==> config.mk <==
export PLATFORM = sky130hd
export DESIGN_NAME = sw_host_seq
export DESIGN_NICKNAME = d
export VERILOG_FILES = /design/src/rtl/sw_pkg.sv /design/src/rtl/sw_s_chunker.sv /design/src/rtl/sw_host_seq.sv
export SDC_FILE = /design/constraint.sdc
export NUM_CORES = 1
export LEC_CHECK = 0
export ABC_AREA = 1
export BUFFER_PORTS_ARGS = -buffer_cell sky130_fd_sc_hd__buf_2
export CAP_MARGIN = 20
export CORE_AREA = 3 3 177 179
export DETAILED_ROUTE_END_ITERATION = 12
export DIE_AREA = 0 0 180 182
export GPL_ROUTABILITY_DRIVEN = 0
export PLACE_DENSITY_LB_ADDON = 0.1
export SLEW_MARGIN = 20
export SYNTH_ARGS = -nofsm -noshare
export SYNTH_HDL_FRONTEND = slang
export SYNTH_SLANG_ARGS = --single-unit
==> constraint.sdc <==
create_clock -name clk -period 3.8 [get_ports clk]
set_input_delay 0 -clock clk [delete_from_list [all_inputs] [get_ports clk]]
set_output_delay 0 -clock clk [all_outputs]
set_load 0.01 [all_outputs]
==> src/rtl/sw_pkg.sv <==
// rtl/sw_pkg.sv - shared types and constants for the Smith-Waterman host sequencer
package sw_pkg;

    // Sequencer states.
    typedef enum logic [3:0] {
        ST_IDLE,
        ST_T_RD,
        ST_T_SEND,
        ST_T_WAIT,
        ST_JOB_WAIT,
        ST_PARAM,
        ST_START,
        ST_STREAM,
        ST_RES_WAIT,
        ST_RES_OUT,
        ST_DONE
    } sw_state_e;

    // Field layout of the packed scoring parameter word.
    localparam int PARAM_MATCH_HI    = 23;
    localparam int PARAM_MATCH_LO    = 20;
    localparam int PARAM_MISMATCH_HI = 19;
    localparam int PARAM_MISMATCH_LO = 16;
    localparam int PARAM_ALPHA_HI    = 15;
    localparam int PARAM_ALPHA_LO    = 8;
    localparam int PARAM_BETA_HI     = 7;
    localparam int PARAM_BETA_LO     = 0;

    // Any non-zero value in this bit range marks the final T word.
    localparam int T_TERM_HI = 16;
    localparam int T_TERM_LO = 14;

    // Default core geometry.
    localparam int DEF_PE_ARRAY_SIZE     = 64;
    localparam int DEF_PE_ARRAY_SIZE_LOG = 6;
    localparam int DEF_RESULT_W          = 16;

    function automatic logic t_is_last(input logic [17:0] w);
        return |w[T_TERM_HI:T_TERM_LO];
    endfunction

endpackage

==> src/rtl/sw_s_chunker.sv <==
// rtl/sw_s_chunker.sv - S chunk address/remaining counters and per-request valid count
//
// Ports:
//   clk, rst      clock, synchronous active-high reset
//   i_load        load i_base / i_len as a new job
//   i_req         chunk request (already qualified by the sequencer state)
//   i_rdata       S memory read data (1-cycle latency from o_addr)
//   o_addr        registered S memory address of the next chunk
//   o_chunk       chunk data, valid while o_cnt != 0
//   o_cnt         registered valid-base count of the chunk, one-cycle pulse
//   o_last        a request now would drain the job
//   o_empty       no bases remain; a request now is an excess request
module sw_s_chunker
    import sw_pkg::*;
#(
    parameter int PE_ARRAY_SIZE     = DEF_PE_ARRAY_SIZE,
    parameter int PE_ARRAY_SIZE_LOG = DEF_PE_ARRAY_SIZE_LOG,
    parameter int S_ADDR_W          = 14,
    parameter int LEN_W             = 16
) (
    input  logic                         clk,
    input  logic                         rst,
    input  logic                         i_load,
    input  logic [S_ADDR_W-1:0]          i_base,
    input  logic [LEN_W-1:0]             i_len,
    input  logic                         i_req,
    input  logic [2*PE_ARRAY_SIZE-1:0]   i_rdata,
    output logic [S_ADDR_W-1:0]          o_addr,
    output logic [2*PE_ARRAY_SIZE-1:0]   o_chunk,
    output logic [PE_ARRAY_SIZE_LOG:0]   o_cnt,
    output logic                         o_last,
    output logic                         o_empty
);

    localparam int CW = PE_ARRAY_SIZE_LOG + 1;
    localparam logic [LEN_W-1:0] PE_LEN = LEN_W'(PE_ARRAY_SIZE);
    localparam logic [CW-1:0]    PE_CNT = CW'(PE_ARRAY_SIZE);

    logic [S_ADDR_W-1:0] addr_q, addr_d;
    logic [LEN_W-1:0]    rem_q,  rem_d;
    logic [CW-1:0]       cnt_q,  cnt_d;

    always_comb begin
        addr_d = addr_q;
        rem_d  = rem_q;
        cnt_d  = '0;
        if (i_load) begin
            addr_d = i_base;
            rem_d  = i_len;
        end else if (i_req && (rem_q != '0)) begin
            cnt_d  = (rem_q >= PE_LEN) ? PE_CNT : rem_q[CW-1:0];
            rem_d  = rem_q - LEN_W'(cnt_d);
            addr_d = addr_q + 1'b1;
        end
    end

    always_ff @(posedge clk) begin
        if (rst) begin
            addr_q <= '0;
            rem_q  <= '0;
            cnt_q  <= '0;
        end else begin
            addr_q <= addr_d;
            rem_q  <= rem_d;
            cnt_q  <= cnt_d;
        end
    end

    // The address is held for at least one cycle before each request and
    // advances on it, so the memory output register already holds the
    // requested chunk in the cycle after the request; it is passed through
    // gated by the registered count so excess requests present zero.
    assign o_addr  = addr_q;
    assign o_cnt   = cnt_q;
    assign o_chunk = (cnt_q != '0) ? i_rdata : '0;
    assign o_last  = (rem_q != '0) && (rem_q <= PE_LEN);
    assign o_empty = (rem_q == '0);

endmodule

==> src/rtl/sw_host_seq.sv <==
// rtl/sw_host_seq.sv - host-side sequencer: T load, job queue, S streaming, result return
//
// Ports:
//   clk, rst                       clock, synchronous active-high reset
//   i_go                           start pulse (accepted in IDLE and DONE)
//   o_t_addr / i_t_rdata           T memory port, 1-cycle read latency
//   o_s_addr / i_s_rdata           S memory port, 1-cycle read latency
//   i_job_* / o_job_ready          job descriptor handshake
//   o_set_t, o_t                   T words to the core
//   o_param_valid, o_param         scoring parameters to the core
//   o_start_cal                    start pulse to the core
//   o_s, o_s_valid                 S chunk and its valid-base count
//   i_busy, i_request_s            core status / chunk request
//   i_result, i_valid              core score
//   o_res_valid/i_res_ready, o_res, o_res_id   tagged result handshake
//   o_done                         batch complete
//   o_err                          sticky: [0] T overflow, [1] excess S request
module sw_host_seq
    import sw_pkg::*;
#(
    parameter int PE_ARRAY_SIZE     = DEF_PE_ARRAY_SIZE,
    parameter int PE_ARRAY_SIZE_LOG = DEF_PE_ARRAY_SIZE_LOG,
    parameter int T_ADDR_W          = 10,
    parameter int S_ADDR_W          = 14,
    parameter int RESULT_W          = DEF_RESULT_W,
    parameter int JOB_ID_W          = 4
) (
    input  logic                         clk,
    input  logic                         rst,
    input  logic                         i_go,
    output logic [T_ADDR_W-1:0]          o_t_addr,
    input  logic [17:0]                  i_t_rdata,
    output logic [S_ADDR_W-1:0]          o_s_addr,
    input  logic [2*PE_ARRAY_SIZE-1:0]   i_s_rdata,
    input  logic                         i_job_valid,
    output logic                         o_job_ready,
    input  logic [S_ADDR_W-1:0]          i_job_base,
    input  logic [15:0]                  i_job_len,
    input  logic [23:0]                  i_job_param,
    input  logic [JOB_ID_W-1:0]          i_job_id,
    input  logic                         i_job_last,
    output logic                         o_set_t,
    output logic [17:0]                  o_t,
    output logic                         o_param_valid,
    output logic [23:0]                  o_param,
    output logic                         o_start_cal,
    output logic [2*PE_ARRAY_SIZE-1:0]   o_s,
    output logic [PE_ARRAY_SIZE_LOG:0]   o_s_valid,
    input  logic                         i_busy,
    input  logic                         i_request_s,
    input  logic [RESULT_W-1:0]          i_result,
    input  logic                         i_valid,
    output logic                         o_res_valid,
    input  logic                         i_res_ready,
    output logic [RESULT_W-1:0]          o_res,
    output logic [JOB_ID_W-1:0]          o_res_id,
    output logic                         o_done,
    output logic [1:0]                   o_err
);

    sw_state_e             state_q, state_d;
    logic [T_ADDR_W-1:0]   t_addr_q, t_addr_d;
    logic [17:0]           t_q, t_d;
    logic                  set_t_q, set_t_d;
    logic                  param_valid_q, param_valid_d;
    logic [23:0]           param_q, param_d;
    logic                  start_q, start_d;
    logic                  job_ready_q, job_ready_d;
    logic                  res_valid_q, res_valid_d;
    logic [RESULT_W-1:0]   res_q, res_d;
    logic [JOB_ID_W-1:0]   res_id_q, res_id_d;
    logic [JOB_ID_W-1:0]   id_q, id_d;
    logic                  last_q, last_d;
    logic                  done_q, done_d;
    logic [1:0]            err_q, err_d;

    logic                  job_hs;
    logic                  chunk_req;
    logic                  chunk_last;
    logic                  chunk_empty;

    assign job_hs    = (state_q == ST_JOB_WAIT) && job_ready_q && i_job_valid;
    // Requests are honoured while streaming and, as excess requests, while
    // waiting for the score.
    assign chunk_req = i_request_s &&
                       ((state_q == ST_STREAM) || (state_q == ST_RES_WAIT));

    sw_s_chunker #(
        .PE_ARRAY_SIZE     (PE_ARRAY_SIZE),
        .PE_ARRAY_SIZE_LOG (PE_ARRAY_SIZE_LOG),
        .S_ADDR_W          (S_ADDR_W),
        .LEN_W             (16)
    ) u_chunker (
        .clk     (clk),
        .rst     (rst),
        .i_load  (job_hs),
        .i_base  (i_job_base),
        .i_len   (i_job_len),
        .i_req   (chunk_req),
        .i_rdata (i_s_rdata),
        .o_addr  (o_s_addr),
        .o_chunk (o_s),
        .o_cnt   (o_s_valid),
        .o_last  (chunk_last),
        .o_empty (chunk_empty)
    );

    always_comb begin
        state_d  = state_q;
        t_addr_d = t_addr_q;
        t_d      = '0;
        set_t_d  = 1'b0;
        param_d  = param_q;
        res_d    = res_q;
        res_id_d = res_id_q;
        id_d     = id_q;
        last_d   = last_q;
        err_d    = err_q;

        case (state_q)
            ST_IDLE, ST_DONE: begin
                if (i_go) begin
                    state_d  = ST_T_RD;
                    t_addr_d = '0;
                    err_d    = 2'b00;
                end
            end
            ST_T_RD: begin
                // Address 0 is presented this cycle; keep the address one
                // ahead of the returning data from here on.
                state_d  = ST_T_SEND;
                t_addr_d = t_addr_q + 1'b1;
            end
            ST_T_SEND: begin
                // The word now on i_t_rdata is from address t_addr_q - 1, so
                // t_addr_q == 1 marks word 0 and t_addr_q == 0 marks the
                // last addressable word.
                t_d      = i_t_rdata;
                set_t_d  = (t_addr_q == T_ADDR_W'(1));
                t_addr_d = t_addr_q + 1'b1;
                if (t_is_last(i_t_rdata)) begin
                    state_d = ST_T_WAIT;
                end else if (t_addr_q == '0) begin
                    err_d[0] = 1'b1;
                    state_d  = ST_T_WAIT;
                end
            end
            ST_T_WAIT: begin
                if (!i_busy) begin
                    state_d = ST_JOB_WAIT;
                end
            end
            ST_JOB_WAIT: begin
                if (job_hs) begin
                    param_d = i_job_param;
                    id_d    = i_job_id;
                    last_d  = i_job_last;
                    state_d = ST_PARAM;
                end
            end
            ST_PARAM: state_d = ST_START;
            ST_START: state_d = ST_STREAM;
            ST_STREAM: begin
                if (chunk_req && chunk_last) begin
                    state_d = ST_RES_WAIT;
                end
            end
            ST_RES_WAIT: begin
                if (i_valid) begin
                    res_d    = i_result;
                    res_id_d = id_q;
                    state_d  = ST_RES_OUT;
                end
            end
            ST_RES_OUT: begin
                if (i_res_ready) begin
                    state_d = last_q ? ST_DONE : ST_JOB_WAIT;
                end
            end
            default: state_d = ST_IDLE;
        endcase

        if (chunk_req && chunk_empty) begin
            err_d[1] = 1'b1;
        end

        // Level outputs are registered copies of the state being entered.
        job_ready_d   = (state_d == ST_JOB_WAIT);
        param_valid_d = (state_d == ST_PARAM);
        start_d       = (state_d == ST_START);
        res_valid_d   = (state_d == ST_RES_OUT);
        done_d        = (state_d == ST_DONE);
    end

    always_ff @(posedge clk) begin
        if (rst) begin
            state_q       <= ST_IDLE;
            t_addr_q      <= '0;
            t_q           <= '0;
            set_t_q       <= 1'b0;
            param_valid_q <= 1'b0;
            param_q       <= '0;
            start_q       <= 1'b0;
            job_ready_q   <= 1'b0;
            res_valid_q   <= 1'b0;
            res_q         <= '0;
            res_id_q      <= '0;
            id_q          <= '0;
            last_q        <= 1'b0;
            done_q        <= 1'b0;
            err_q         <= 2'b00;
        end else begin
            state_q       <= state_d;
            t_addr_q      <= t_addr_d;
            t_q           <= t_d;
            set_t_q       <= set_t_d;
            param_valid_q <= param_valid_d;
            param_q       <= param_d;
            start_q       <= start_d;
            job_ready_q   <= job_ready_d;
            res_valid_q   <= res_valid_d;
            res_q         <= res_d;
            res_id_q      <= res_id_d;
            id_q          <= id_d;
            last_q        <= last_d;
            done_q        <= done_d;
            err_q         <= err_d;
        end
    end

    assign o_t_addr      = t_addr_q;
    assign o_t           = t_q;
    assign o_set_t       = set_t_q;
    assign o_param_valid = param_valid_q;
    assign o_param       = param_q;
    assign o_start_cal   = start_q;
    assign o_job_ready   = job_ready_q;
    assign o_res_valid   = res_valid_q;
    assign o_res         = res_q;
    assign o_res_id      = res_id_q;
    assign o_done        = done_q;
    assign o_err         = err_q;

endmodule

==> results of run 1 <==
-- layer usage --
metal  share of wire [%]  GRT usage, %  wire length (µm)
met1                  40          19.4             12300
met5                   0             0                 0
met4                 3.4          6.87              1030
met3                 6.9          5.35              2090
met2                  49          32.1             15000
-- worst max-delay path: cells and delay by family, from the launching register on --
kind / cells / cell delay (ps)
flops: 1 / 330
compound gates: 2 / 300
buf+inv: 2 / 800
simple gates: 8 / 1390
-- layout make-up --
class                   instances  share of cell area (%)
inverters                     202                    7.18
well taps                     390                    4.59
diodes                          1                  0.0235
clock buffers                  23                    4.59
clock inverters                 9                    1.25
flip-flops and latches        126                    23.7
multi-input cells             614                    27.5
repair buffers                561                    31.2
-- state kept, by name, indices dropped and copies added, names as in the netlist --
| name | cells |
|---|---|
| last_q | 1 |
| u_chunker.o_cnt | 7 |
| state_q | 4 |
| o_res_id | 4 |
| o_err | 2 |
| id_q | 4 |
| o_param | 24 |
| o_t_addr | 10 |
| o_res_valid | 1 |
| o_t | 18 |
| u_chunker.o_addr | 14 |
| o_start_cal | 1 |
| o_set_t | 1 |
| o_done | 1 |
| o_job_ready | 1 |
| o_param_valid | 1 |
| o_res | 16 |
| u_chunker.rem_q | 16 |
-- cells in the mapped netlist, types with 2 or more instances --
cell      number
a21oi_1       72
a22o_1         2
a22oi_1        4
a31oi_1       10
buf_2         22
buf_6          2
clkbuf_1      24
dfxtp_1      126
ha_1           5
inv_1        196
inv_2          5
nand2_1      185
nand2_2        3
nand3_1       34
nand4_1        8
nor2_1       188
nor2_2         7
nor2_4         5
nor2_8         2
nor3_1         4
nor3_2         3
nor3b_1        2
nor4_1         5
o211ai_1       2
o21ai_0       28
o21ai_1       12
o21ai_2        2
o221ai_1       2
o41ai_1        2
xnor2_1        2
xor2_1        14
-- kinds of logic after synthesis --
| logic type | Yosys count | synth area share, % |
|---|---|---|
| simple gates | 450 | 29.7 |
| buf+inv | 251 | 15.5 |
| compound gates | 142 | 12.3 |
| flops | 126 | 39.2 |
| xor+xnor | 16 | 2.18 |
| fa+ha+maj | 5 | 0.973 |
| other cells | 1 | 0.0583 |
-- worst paths after layout --
| path | from | endpoint | cells after the start |
|---|---|---|---|
| max | u_chunker.rem_q[11] | u_chunker.o_addr[11] | 12 |
| min | i_go | o_t_addr[9] | 4 |
| max reg2reg | u_chunker.rem_q[11] | u_chunker.o_addr[11] | 12 |
| min reg2reg | o_err[0] | o_err[0] | 2 |
-- per-stage QoR --
stage          power (W)  std cells
2_1_floorplan    0.00153        991
3_3_place_gp     0.00170       1795
3_5_place_dp     0.00170       1795
4_1_cts          0.00352       1925
5_1_grt          0.00362       1926
6_report         0.00346       1926
-- timing repair --
action / 4_1_cts / 5_1_grt
hold endpoints to repair: 96 / 0
resized for setup: 0 / 0
hold buffers: 98 / 0
-- report_power, final --
group / leakage, nW / internal [W] / switching, W
clock: 0.299 / 0.00110 / 0.000615
combinational: 4.59 / 0.000205 / 0.000184
sequential: 1.02 / 0.00134 / 0.0000158
total: 5.90 / 0.00265 / 0.000815
==> impl_metrics.py, run 1 <==
metrics = {
    "floorplan": {
        "initial_utilization_pct": 21.6,
        "floorplan.die_area_um2": 32800,
        "io_pins": 458,
        "fp-row-count": 63,
        "fp.dieW_um": 180,
        "core_region_area_um2": 29700,
        "die_y_um": 182,
    },
    "setup_path": {
        "worst_path_largest_cell_delay_ps": 570,
        "worst-setup-path-type": "reg -> reg",
        "critical_path.max_fanout": 15,
        "setup.reg_to_reg.worst_slack_ps": 920,
        "endpoint_required_time_on_the_critical_path_ps": 4160,
        "category_of_the_worst_setup_path_capture_point": "flip-flop",
        "master_of_the_slowest_instance_on_the_critical_path": "dlygate4sd3_1",
        "kind_of_launch_point_of_the_worst_setup_path": "flip-flop",
        "cp_cell_sequence": "nor2_1 -> nand2_1 -> nor2_2 -> nand2_2 -> nor2_4 -> nor2_8 -> nor2_4 -> inv_2 -> o21ai_0 -> nand2_1 -> o21ai_0 -> dlygate4sd3_1",
        "cp.arrival_ps": 3240,
    },
    "sta": {
        "timing.fmax_mhz": 347,
        "timing.clock.skew_ps": 11.7,
        "final_clock_period_utilization_by_the_worst_path_pct": 75.8,
        "setup_repair_after_global_routing_missed_its_margin": "no",
        "setup_slack_ps": 918,
        "clock_period_minus_worst_slack_ps": 2880,
        "max_slew_violation_count": 0,
        "finalHoldViolations": 0,
        "max_slew_margin_pct": 39.3,
        "totalNegativeSetupSlack_ps": 0,
        "hold-worst-slack_ps": 36.8,
        "total_setup_violations_reported_at_the_end_of_the_flow": 0,
        "tightestPinTransition_ps": 909,
    },
    "grt": {
        "grt-ovfl-total": 0,
        "grt_first_pass_wirelength_um": 45900,
        "grt_max_degree": 85,
        "antenna_found_initial": 2,
        "first_global_vias": 7944,
        "grt_use_total_pct": 17.7,
    },
    "detailed_routing": {
        "postRouteWirelength_um": 30400,
        "antenna_violating_nets_post_route": 0,
        "drt-wirelength-per-cell_um": 15.8,
        "detailedRoute.firstPassIterationCount": 4,
        "via_per_inst": 4.14,
        "vias": 7967,
        "initial_drc_count": 233,
        "drc_errors": 0,
    },
    "place": {
        "placement.cell_area_um2": 9030,
        "numPortBuffers": 457,
        "detailedPlacementHpwl_um": 23500,
        "pre_cts_slack_ps": 1450,
    },
    "synth": {
        "synthesis.area_per_instance_um2": 6.49,
        "synth_cell_type_count": 44,
        "synthesis.instances": 991,
        "yosysSeqAreaShare_pct": 39.2,
        "yosys_warnings": 0,
        "yosys_most_used_dff": "dfxtp_1",
        "synth_top_cell_area_share_pct": 39.2,
        "netlist.top_cell.by_area": "dfxtp_1",
        "post_synth_arst_share_pct": 0,
        "yosys-top-cells-area": "dfxtp_1, inv_1, nor2_1, nand2_1, a21oi_1",
        "synth-seq-cells": 126,
        "number_of_synthesized_flops_with_an_enable_pin": 0,
        "syn_area_um2": 6430,
        "postSynthNetCount": 1225,
    },
    "pwr": {
        "static-leakage-power_nw": 5.90,
        "power.density_nw_per_um2": 326,
        "ir_drop_mv": 0.279,
    },
    "clock_network": {
        "worstSkewPairLatency_ps": 420,
        "tritoncts_num_sinks": 126,
        "cts_setup_buffers": 0,
        "count_of_h_tree_levels_built_during_cts": 4,
        "tritoncts": "yes",
        "root_buffer": "clkbuf_16",
        "clk_path_buf_depth": 2,
        "cts_made_buffers": 17,
        "cts.reportedPaths.clkPinSlew_ps": 60,
    },
    "cells_and_area": {
        "most_common_cell_after_layout_fill_and_taps_aside": "buf_2",
        "sequential_cell_area_um2": 2520,
        "syn_to_final_growth_pct": 65.4,
        "final_net_count": 1756,
        "nFillCells": 3324,
        "area_used_by_multi_input_combinational_logic_um2": 2920,
        "finalCoreUtilization_pct": 35.8,
        "final_std_cell_area_no_fill_um2": 10600,
        "drive_above_1_share_pct": 34.5,
        "most_frequent_cells_in_the_layout": "buf_2, inv_1, nor2_1",
    },
    "run_status": {
        "status": "completed",
    },
    "worst_hold_path": {
        "hp-class": "in -> reg",
    },
    "run": {
        "drv_cap": 0,
    },
}
Power figures use the tool's default switching activity.
==> run 2: changes to the inputs <==
--- a/config.mk
+++ b/config.mk
@@ -5,12 +5,12 @@
 export SDC_FILE = /design/constraint.sdc
 export NUM_CORES = 1
 export LEC_CHECK = 0
-export ABC_AREA = 1
+export ABC_AREA = 0
 export BUFFER_PORTS_ARGS = -buffer_cell sky130_fd_sc_hd__buf_2
 export CAP_MARGIN = 20
-export CORE_AREA = 3 3 177 179
+export CORE_AREA = 3 3 178 180
 export DETAILED_ROUTE_END_ITERATION = 12
-export DIE_AREA = 0 0 180 182
+export DIE_AREA = 0 0 181 183
 export GPL_ROUTABILITY_DRIVEN = 0
 export PLACE_DENSITY_LB_ADDON = 0.1
 export SLEW_MARGIN = 20
==> constraint.sdc (replaced) <==
create_clock -name clk -period 2.7 [get_ports clk]
set_input_delay 0 -clock clk [delete_from_list [all_inputs] [get_ports clk]]
set_output_delay 0 -clock clk [all_outputs]
set_load 0.01 [all_outputs]
==> run 2 against run 1 <==
Synthesized cell count down 21%. Sequential share of layout area up 0.41 points. Global-route usage up 0.17 points. Cell count down 10%. Non-clock buffer count up 11. Wire length up 2.7%. Die area up 1.1%. Clock power up 38%. Synthesized area down 4.3%. Critical path type unchanged. Largest power group unchanged.
==> impl_metrics.py, run 2 <==
metrics = {
    "setup_path": {
        "endpoint_required_time_on_the_critical_path_ps": 3020,
        "category_of_the_worst_setup_path_capture_point": "flip-flop",
        "worst-setup-path-type": "reg -> reg",
        "path_common_cell": "nor4_2",
        "master_of_the_slowest_instance_on_the_critical_path": "nor4_2",
        "cp.arrival_ps": 2740,
        "worst_path_largest_cell_delay_ps": 550,
        "cp_cell_sequence": "nor4_2 -> nand3_1 -> nand2_1 -> ha_1 -> or4_1 -> nor4_1 -> a21oi_1 -> nor4_2 -> xnor2_1 -> a211oi_1",
        "kind_of_launch_point_of_the_worst_setup_path": "flip-flop",
        "critical_path.max_fanout": 6,
    },
    "detailed_routing": {
        "vias": 7447,
        "antenna_violating_nets_post_route": 0,
        "detailedRoute.firstPassIterationCount": 4,
        "drc_errors": 0,
        "via_per_inst": 4.31,
        "initial_drc_count": 314,
        "drt-wirelength-per-cell_um": 18.0,
        "postRouteWirelength_um": 31200,
    },
    "synth": {
        "netlist.top_cell.by_area": "dfxtp_1",
        "yosys-top-cells-area": "dfxtp_1, and2_1, nand2_1, a21oi_1, nor2_1",
        "yosysSeqAreaShare_pct": 41.0,
        "synth-seq-cells": 126,
        "syn_area_um2": 6150,
        "synthesis.area_per_instance_um2": 7.90,
        "yosys_warnings": 0,
        "synth_top_cells_by_count": "and2_1, nand2_1, dfxtp_1",
        "synthesis.instances": 779,
        "synth_most_common_cell": "and2_1",
        "yosys_most_used_dff": "dfxtp_1",
        "synth_cell_type_count": 64,
        "post_synth_arst_share_pct": 0,
        "number_of_synthesized_flops_with_an_enable_pin": 0,
        "synth_top_cell_area_share_pct": 41.0,
        "postSynthNetCount": 1013,
    },
    "clock_network": {
        "cts_made_buffers": 17,
        "cts.reportedPaths.clkPinSlew_ps": 60,
        "clk_path_buf_depth": 2,
        "tritoncts_num_sinks": 126,
        "tritoncts": "yes",
        "worstSkewPairLatency_ps": 410,
        "root_buffer": "clkbuf_16",
        "count_of_h_tree_levels_built_during_cts": 4,
    },
    "run_status": {
        "status": "completed",
    },
    "cells_and_area": {
        "flip_flop_count_of_the_largest_register_all_copies_and_words_added": 24,
        "syn_to_final_growth_pct": 69.8,
        "final_net_count": 1551,
        "most_frequent_cells_in_the_layout": "buf_2, and2_1, nand2_1",
        "finalNonFillerCells": 1729,
        "most_common_cell_after_layout_fill_and_taps_aside": "buf_2",
        "drive_above_1_share_pct": 39.8,
        "final_std_cell_area_no_fill_um2": 10500,
    },
    "pwr": {
        "ir_drop_mv": 0.428,
        "power.density_nw_per_um2": 462,
        "power_report.internal_total_w": 0.00358,
        "switching_share_pct": 25.7,
        "share_seq_of_total_power_pct": 39.9,
        "static-leakage-power_nw": 5.14,
        "clockPowerShare_pct": 49.1,
        "p_comb_share_pct": 11.0,
        "power.switching_w": 0.00124,
    },
    "sta": {
        "setup_repair_after_global_routing_missed_its_margin": "no",
        "timing.fmax_mhz": 413,
        "total_setup_violations_reported_at_the_end_of_the_flow": 0,
        "timing.clock.skew_ps": 10.8,
        "final_clock_period_utilization_by_the_worst_path_pct": 89.7,
        "tightestPinTransition_ps": 902,
        "finalHoldViolations": 0,
        "max_slew_margin_pct": 39.5,
        "clock_period_minus_worst_slack_ps": 2420,
        "totalNegativeSetupSlack_ps": 0,
        "max_slew_violation_count": 0,
    },
    "grt": {
        "first_global_vias": 7553,
        "grt_first_pass_wirelength_um": 46400,
        "grt_max_degree": 65,
        "grt-ovfl-total": 0,
        "grt_use_total_pct": 17.9,
        "antenna_found_initial": 8,
    },
    "floorplan": {
        "core_region_area_um2": 30300,
        "io_pins": 458,
        "fp.dieW_um": 181,
        "die_y_um": 183,
        "initial_utilization_pct": 20.3,
        "floorplan.die_area_um2": 33100,
        "fp-row-count": 64,
    },
    "worst_hold_path": {
        "hp-class": "in -> reg",
    },
    "place": {
        "dp.cells": 1601,
        "detailedPlacementHpwl_um": 24300,
        "placement.cell_area_um2": 8900,
        "numPortBuffers": 457,
    },
    "run": {
        "drv_cap": 0,
    },
}
-- run 2: per-stage QoR --
step | worst slack (ps) | total power, W | hold WS (ps) | utilization [%]
after detailed placement | 248 | 0.00239 | 203 | 29.3
after global routing | 5.57 | 0.00505 | 52.8 | 34.4
final | 277 | 0.00482 | 37.5 | 34.4
after floorplan | 365 | 0.00214 | 110 | -
after CTS | 226 | 0.00491 | 29.2 | 34.4
after global placement | 298 | 0.00239 | 199 | 29.3
-- run 2: final timing paths --
kind	endpoint	cells past startpoint	slack, ps	startpoint
setup / recovery	u_chunker.rem_q[10]	10	280	u_chunker.rem_q[8]
hold / removal	o_t_addr[0]	2	40	rst
setup reg to reg	u_chunker.rem_q[10]	10	280	u_chunker.rem_q[8]
hold reg to reg	o_param[17]	2	450	o_param[17]
-- run 2: cells by family after synthesis --
family | count (synthesis) | synth area share, %
fa+ha+maj | 5 | 1.02
xor+xnor | 11 | 1.57
simple gates | 421 | 36.2
compound gates | 147 | 15.3
mux | 4 | 0.671
other cells | 1 | 0.0609
buf+inv | 64 | 4.27
flops | 126 | 41.0
-- run 2: repair_timing --
action / in CTS / in global routing
endpoints found under the setup margin: 0 / 1
hold buffers: 93 / 0
gates resized for setup: 0 / 1
hold endpoints to repair: 94 / 0
buffers inserted: 0 / 0
-- run 2: cell type report --
class	instances	area (µm²)
Antenna cell	3	7.51
Clock buffer	17	425
Clock inverter	15	174
Fill cell	3374	19900
Inverter	11	41.3
Multi-Input combinational cell	589	3390
Sequential cell	126	2520
Tap cell	396	495
Timing Repair Buffer	572	3400
-- run 2: routing by layer --
layer	vias up	part of all wire, %	global-route usage (%)
met1	3427	40	20.9
met2	284	51	32.4
met3	23	7.9	5.79
met4	8	0.94	3.35
li1	3705	-	-
met5	-	0.15	0
-- run 2: worst max-delay path, delay by kind of cell, from the launching register on --
kind | cells | cell delay (ps)
and+or+nand+nor | 6 | 1100
xor gates and xnor gates | 1 | 130
adders and majority gates | 1 | 210
AOI/OAI and AO/OA | 2 | 520
DFF | 1 | 370
-- run 2: power by group through the flow --
stage	clock network, W	logic [W]	registers (W)
2_1_floorplan	0	0.000166	0.00197
3_3_place_gp	0	0.000421	0.00197
3_5_place_dp	0	0.000423	0.00197
4_1_cts	0.00245	0.000534	0.00192
5_1_grt	0.00253	0.000590	0.00193
6_report	0.00237	0.000530	0.00192
